### config.mk
export PLATFORM = sky130hd
export DESIGN_NAME = ps2_keyboard_rx
export DESIGN_NICKNAME = d
export VERILOG_FILES = /design/src/rtl/ps2_keyboard_rx.sv
export SDC_FILE = /design/constraint.sdc
export NUM_CORES = 1
export LEC_CHECK = 0
export BUFFER_PORTS_ARGS = -buffer_cell sky130_fd_sc_hd__buf_2
export CORE_MARGIN = 3
export CORE_UTILIZATION = 59
export DETAILED_ROUTE_END_ITERATION = 10
export PLACE_DENSITY = 0.79
export SLEW_MARGIN = 20
export SYNTH_ARGS = -nofsm -noshare
export SYNTH_HDL_FRONTEND = slang
export SYNTH_SLANG_ARGS = --single-unit
### constraint.sdc
create_clock -name clk -period 2 [get_ports clk]
set_input_delay 0.4 -clock clk [delete_from_list [all_inputs] [get_ports clk]]
set_output_delay 0.4 -clock clk [all_outputs]
set_load 0.005 [all_outputs]
### src/rtl/ps2_keyboard_rx.sv
// PS/2 keyboard receiver: synchronizes and filters ps2_clk, deserializes 11-bit
// frames with odd parity, and folds set-2 E0/F0 prefixes into single key events.
module ps2_keyboard_rx #(
    parameter int unsigned FILTER  = 4,
    parameter int unsigned TIMEOUT = 4096
) (
    input  logic       clk,
    input  logic       reset_n,
    input  logic       ps2_clk,
    input  logic       ps2_data,
    output logic [7:0] rx_byte,
    output logic       rx_valid,
    output logic       frame_error,
    output logic [7:0] key_code,
    output logic       key_extended,
    output logic       key_released,
    output logic       key_strobe
);

    localparam int unsigned FW = 4;
    localparam int unsigned TW = 16;
    localparam logic [FW-1:0] FILT_LAST = FW'(FILTER - 1);
    localparam logic [TW-1:0] TO_LAST   = TW'(TIMEOUT - 1);

    typedef enum logic [1:0] {
        ST_IDLE   = 2'd0,
        ST_DATA   = 2'd1,
        ST_PARITY = 2'd2,
        ST_STOP   = 2'd3
    } state_t;

    logic          clk_s1, clk_s2, data_s1, data_s2;
    logic          clk_filt, clk_filt_d, sample;
    logic [FW-1:0] filt_cnt;
    state_t        state;
    logic [2:0]    bit_cnt;
    logic [7:0]    shift;
    logic          par_bit;
    logic [TW-1:0] to_cnt;
    logic          ext_pend, brk_pend;

    // Two-stage synchronizers for both asynchronous PS/2 lines
    always_ff @(posedge clk or negedge reset_n) begin
        if (!reset_n) begin
            clk_s1  <= 1'b1;
            clk_s2  <= 1'b1;
            data_s1 <= 1'b1;
            data_s2 <= 1'b1;
        end else begin
            clk_s1  <= ps2_clk;
            clk_s2  <= clk_s1;
            data_s1 <= ps2_data;
            data_s2 <= data_s1;
        end
    end

    // Glitch filter on ps2_clk; sample pulse follows a filtered falling edge
    always_ff @(posedge clk or negedge reset_n) begin
        if (!reset_n) begin
            clk_filt   <= 1'b1;
            clk_filt_d <= 1'b1;
            filt_cnt   <= '0;
            sample     <= 1'b0;
        end else begin
            if (clk_s2 != clk_filt) begin
                if (filt_cnt == FILT_LAST) begin
                    clk_filt <= clk_s2;
                    filt_cnt <= '0;
                end else begin
                    filt_cnt <= filt_cnt + 1'b1;
                end
            end else begin
                filt_cnt <= '0;
            end
            clk_filt_d <= clk_filt;
            sample     <= clk_filt_d & ~clk_filt;
        end
    end

    // Frame deserializer with inter-bit timeout
    always_ff @(posedge clk or negedge reset_n) begin
        if (!reset_n) begin
            state       <= ST_IDLE;
            bit_cnt     <= '0;
            shift       <= '0;
            par_bit     <= 1'b0;
            to_cnt      <= '0;
            rx_byte     <= '0;
            rx_valid    <= 1'b0;
            frame_error <= 1'b0;
        end else begin
            rx_valid    <= 1'b0;
            frame_error <= 1'b0;
            if (state == ST_IDLE) begin
                to_cnt <= '0;
                if (sample && !data_s2) begin
                    state   <= ST_DATA;
                    bit_cnt <= '0;
                end
            end else if (sample) begin
                to_cnt <= '0;
                case (state)
                    ST_DATA: begin
                        shift   <= {data_s2, shift[7:1]};
                        bit_cnt <= bit_cnt + 1'b1;
                        if (bit_cnt == 3'd7) state <= ST_PARITY;
                    end
                    ST_PARITY: begin
                        par_bit <= data_s2;
                        state   <= ST_STOP;
                    end
                    default: begin
                        if (data_s2 && (^{shift, par_bit})) begin
                            rx_byte  <= shift;
                            rx_valid <= 1'b1;
                        end else begin
                            frame_error <= 1'b1;
                        end
                        state <= ST_IDLE;
                    end
                endcase
            end else if (to_cnt == TO_LAST) begin
                state       <= ST_IDLE;
                frame_error <= 1'b1;
                to_cnt      <= '0;
            end else begin
                to_cnt <= to_cnt + 1'b1;
            end
        end
    end

    // Set-2 prefix decoder; status bytes are passed on rx_byte only
    always_ff @(posedge clk or negedge reset_n) begin
        if (!reset_n) begin
            ext_pend     <= 1'b0;
            brk_pend     <= 1'b0;
            key_code     <= '0;
            key_extended <= 1'b0;
            key_released <= 1'b0;
            key_strobe   <= 1'b0;
        end else begin
            key_strobe <= 1'b0;
            if (frame_error) begin
                ext_pend <= 1'b0;
                brk_pend <= 1'b0;
            end else if (rx_valid) begin
                case (rx_byte)
                    8'hE0: ext_pend <= 1'b1;
                    8'hF0: brk_pend <= 1'b1;
                    8'hFA, 8'hAA, 8'hEE, 8'hFE, 8'h00, 8'hFF: ;
                    default: begin
                        key_code     <= rx_byte;
                        key_extended <= ext_pend;
                        key_released <= brk_pend;
                        key_strobe   <= 1'b1;
                        ext_pend     <= 1'b0;
                        brk_pend     <= 1'b0;
                    end
                endcase
            end
        end
    end

endmodule

# Yosys cells after proc, flatten, opt, wreduce, memory -nomap -nowiden
# Cells that the tools add are included.
# op_classes
bitwise,6
eq_ne,17
reduce_logical,23
add_sub_neg,3
muxes,33
# ops
op,count
$eq A8 B8 Y1 const B,7
$mux W16,3
$add A16 B1 Y16 const B,1
$eq A16 B12 Y1 const B,1
$mux W1,16
$reduce_and A3 Y1,5
$reduce_or A7 Y1,2
$mux W3,4
$mux W2,5
$reduce_xor A9 Y1,1
$logic_not A8 Y1,1
$mux W4,2
$reduce_or A8 Y1,1
$ne A2 B1 Y1 const B,3
$reduce_and A2 Y1,3
$reduce_bool A2 Y1,3
$not A1 Y1,5
$add A4 B1 Y4 const B,1
$eq A4 B2 Y1 const B,1
$ne A4 B4 Y1 const B,1
$pmux W1 S2,2
$pmux W2 S2,1
$reduce_and A4 Y1,1
$add A3 B1 Y3 const B,1
10 further kinds,11
# totals
output_inout_bits,21
register_bits,64

# Depth between registers and ports, before layout
# logic_depth
depth_word,6
mapped_depth,7
ltp_nobuf,6

# Least setup slack after synthesis
# No wires, ideal clock.
# synth_path
path_type,register -> register
from,register to_cnt[0]
to,register to_cnt[11]
arrival_ps,1722
t_required_ps,1881
stages_incl_launch_ff,7
slack_ps,160
n_path_buf,1
path_cell_list,dfrtp_1 ha_1 nand4_1 or4_1 nand2_1 buf_6 nor2_1
# synth_via
elab_chain_cells,4
elab_cells_between_ends,5
# synth_lines
item,line_no,text
"start, declared",39,logic [TW-1:0] to_cnt;
"start signal, assigned",127,to_cnt <= to_cnt + 1'b1;
$add A16 B1 Y16 or $eq A16 B12 Y1 (tied branches),"127, 122",
$mux W16 *,122,end else if (to_cnt == TO_LAST) begin
$mux W16 *,100,end else if (sample) begin
$mux W16 *,94,if (state == ST_IDLE) begin
# Every way passes the cells marked *; elsewhere a longest branch is shown, timed or not.
# A chain may end at the register's enable or synchronous reset.

# Final worst setup path
# layout_path
from,register to_cnt[12]
to,register to_cnt[2]
# layout_via
elab_chain_cells,4
# layout_lines
item,line_no
$eq A16 B12 Y1,122
$mux W16,122
$mux W16,100
$mux W16,94
# Every way passes these cells.

==> results summary <==
The most used flip-flop cell after synthesis is sky130_fd_sc_hd__dfrtp_1. The overall power after layout is 4270 µW. In the global route stage, overall resource usage came out at 20.3%. For this run, the number of standard cells in the final layout without fillers is 354. The net count of the mapped netlist came out at 252. The highest ir drop seen on vdd came out at 0.000550 V. The setup-violating endpoint count in the final report came out at 0. The area overhead of the layout relative to synthesis is 18.3%. The register clock-pin slew on the reported worst setup and hold paths is 0.07 ns.

The total area inside the core boundary comes to 4790 µm². The number of levels the H-tree was split into came out at 3. The first routing iteration left 73 violations.

The worst slew margin relative to its limit is 65.8%. The time the worst path needs with I/O delays and setup came out at 1.88 ns. The power per standard cell area is 1230 nW/µm². The area after detailed placement is 3240 µm². In this run the core area contains 25 standard-cell rows. The number of different library cells in the post-synthesis netlist is 43.

The final non-filler cell area came out at 3480 µm². Synthesis produced 240 cells. The actual slew at the worst max-slew pin came out at 0.512 ns. STA puts the critical path data required time at 2.22 ns. The final hold violation count is 0. The run finished with clean final reports. The highest attainable clock frequency came out at 532 MHz. The buffers inserted during post-CTS setup optimization came out at 0. The cell area that synthesis handed to floorplanning was 2940 µm².

The count of antenna-violating nets left after detailed routing came out at 0. The number of DRC violations after detailed routing is 0. The first global-routing pass estimated 9.40 mm of wire. The number of cells upsized or downsized after cts came out at 0. The die is 76.6 µm tall. For the worst setup path, the data arrival time is 2.10 ns. The cell sitting at the root of the clock tree is a sky130_fd_sc_hd__clkbuf_8. The top cell types in the final layout, fill and taps aside, are sky130_fd_sc_hd__dfrtp_1, sky130_fd_sc_hd__mux2_2, sky130_fd_sc_hd__buf_2. The detailed-routing iteration count for the pre-antenna-repair pass came out at 4.

Summed over its instances, the top area cell type makes up 49.3% of the synthesized netlist area. The startpoint type of the worst setup path is a flop. The total via count after detailed routing is 2000. The congestion estimate from routability-driven global placement came to 0.845. The number of warnings reported in the yosys synthesis log came out at 0. The worst setup path is of the flop to flop kind. Of the synthesized area, sequential elements account for 54.7%. Cells with a size suffix above 1 make up 32.1% of the layout. The post-route fraction of the period consumed by the critical path came out at 94.1%. The setup clock skew after layout came out at 0.0102 ns. The count of input and output buffers came out at 24. The deepest clock path buffer count came out at 2. The average detailed-routed wire length per instance came out at 14.7 µm. The initial standard-cell utilization of the core is 61.5%. The largest net degree at the start of global routing is 25.

The worst setup path is captured at a flop. The total number of clock tree sinks came out at 64. The library cell used most frequently in the layout, excluding fill and tap cells, is sky130_fd_sc_hd__dfrtp_1. The utilization after layout came out at 72.7%.

The maximum fanout encountered on the critical timing path came out at 14. The clock tree from TritonCTS is yes. Summed over all cells, the static leakage comes to 0.00168 µW. The aggregate negative setup slack is 0 ns. Using the TritonRoute via totals, the vias-per-cell ratio works out to 5.65. Counting the fill cells in the layout gives 338.

By area the synthesized netlist is led by sky130_fd_sc_hd__dfrtp_1, sky130_fd_sc_hd__mux2_2, sky130_fd_sc_hd__dfstp_2, sky130_fd_sc_hd__ha_1, sky130_fd_sc_hd__xnor2_1. The net count reported at finish came out at 294. In this run the worst hold path is classified as primary input to async pin. Setup repair after global routing left no endpoint under its margin. The max-cap check violation count is 0. The width of the die is 76.6 µm. The die outline area came out at 5870 µm². The half-perimeter wire length after detailed placement is 3.70 mm. For this run, asynchronously set or reset flops after synthesis account for 100%. The total inserted antenna cells is 0.

The number of top-level pins is 25. The register bit total from synthesis is 64. The via count of the first global-routing pass was 1997. The synthesized area divided by synthesized cell count is 12.3 µm². The insertion delay of the later-clocked pin in the worst-skew pair came out at 0.33 ns. The number of hold buffers added after CTS was 0. The number of clock buffers inserted by TritonCTS came out at 9. The synthesized design spends more area on one cell type than any other, namely sky130_fd_sc_hd__dfrtp_1. The number of cells on the worst reg-to-reg path is 5. The placed cell count came out at 337.

The routed wire length is 5.21 mm. The total overflow left after global routing is 0. The number of enable-type register cells in the synthesized netlist came out at 0. The initial antenna violation count came out at 0.

The final max-slew violation count is 0.
path summary, 6_finish.rpt:
kind                            startpoint           to  slack [ns]
worst max-delay path            to_cnt[12]    to_cnt[2]        0.12
worst min-delay path               reset_n  filt_cnt[1]        0.03
worst max register to register  to_cnt[12]    to_cnt[2]        0.12
worst min register to register     data_s1      data_s2        0.36
max in group asynchronous          reset_n      data_s2        1.40
min in group clk                  ps2_data      data_s1        0.16
cell usage after synthesis (2+ instances only):
cell / instances
sky130_fd_sc_hd__o21ai_0: 6
sky130_fd_sc_hd__or4_1: 3
sky130_fd_sc_hd__xor2_1: 9
sky130_fd_sc_hd__nand3_1: 8
sky130_fd_sc_hd__mux2_2: 30
sky130_fd_sc_hd__xnor2_1: 9
sky130_fd_sc_hd__and3b_1: 2
sky130_fd_sc_hd__xnor3_2: 2
sky130_fd_sc_hd__ha_1: 8
sky130_fd_sc_hd__nor2b_1: 4
sky130_fd_sc_hd__nand2b_1: 2
sky130_fd_sc_hd__nand4_1: 8
sky130_fd_sc_hd__nor3_1: 4
sky130_fd_sc_hd__nor2_1: 19
sky130_fd_sc_hd__clkbuf_1: 3
sky130_fd_sc_hd__nor4_1: 6
sky130_fd_sc_hd__dfrtp_1: 58
sky130_fd_sc_hd__and3_1: 2
sky130_fd_sc_hd__mux2i_1: 2
sky130_fd_sc_hd__a31oi_1: 3
sky130_fd_sc_hd__and4_1: 2
sky130_fd_sc_hd__a41oi_1: 2
sky130_fd_sc_hd__inv_1: 6
sky130_fd_sc_hd__nand2_1: 17
sky130_fd_sc_hd__a311oi_1: 2
sky130_fd_sc_hd__dfstp_2: 6
registers in the layout, summed over array words and instances, names as in the netlist, 2 cells and up:
signal    count
to_cnt       16
key_code      8
rx_byte       8
shift         8
filt_cnt      4
bit_cnt       3
state         2
metrics by stage:
step,setup slack [ns],hold slack (ns)
4_1_cts,0.0471,0.0372
2_1_floorplan,0.160,0.104
3_5_place_dp,0.0542,0.348
3_3_place_gp,0.125,0.346
6_report,0.119,0.0284
5_1_grt,0.00150,0.0578
power by group:
part	switching [µW]	internal, µW	total (µW)
Sequential	231	1530	1760
Clock	498	734	1230
Combinational	602	677	1280
Total	1330	2940	4270
metal layers:
metal	vias up	share of wire (%)	global-route usage, %
met5	-	0	0
met2	53	47	31.5
li1	952	-	-
met4	0	1.7	8.70
met1	986	47	27.4
met3	9	3.6	4.73
cell families after synthesis:
logic type                 after synthesis  synth area share, %
xor gates and xnor gates                21                 7.78
AOI/OAI and AO/OA                       20                 4.59
DFF                                     64                 54.7
muxes                                   33                 12.9
buffers and inverters                   11                 1.70
adders and majority gates                8                 3.40
and+or+nand+nor                         83                 14.9
critical path: stages (launching register included):
cell and delay, ns:
sky130_fd_sc_hd__dfrtp_1 0.42, sky130_fd_sc_hd__or4_1 0.51, sky130_fd_sc_hd__or4_1 0.47, sky130_fd_sc_hd__nand2_1 0.16, sky130_fd_sc_hd__buf_12 0.15, sky130_fd_sc_hd__nor2_1 0.05
final cells by class:
| cell class | count | area (µm²) | share of cell area [%] |
|---|---|---|---|
| inverters | 6 | 22.5 | 0.647 |
| well taps | 67 | 83.8 | 2.41 |
| clock inverters | 5 | 80.1 | 2.30 |
| flip-flops and latches | 64 | 1610 | 46.2 |
| multi-input cells | 165 | 1280 | 36.9 |
| repair buffers | 36 | 260 | 7.48 |
| clock buffers | 11 | 141 | 4.06 |
No activity file was read; power rests on OpenSTA's default activity.
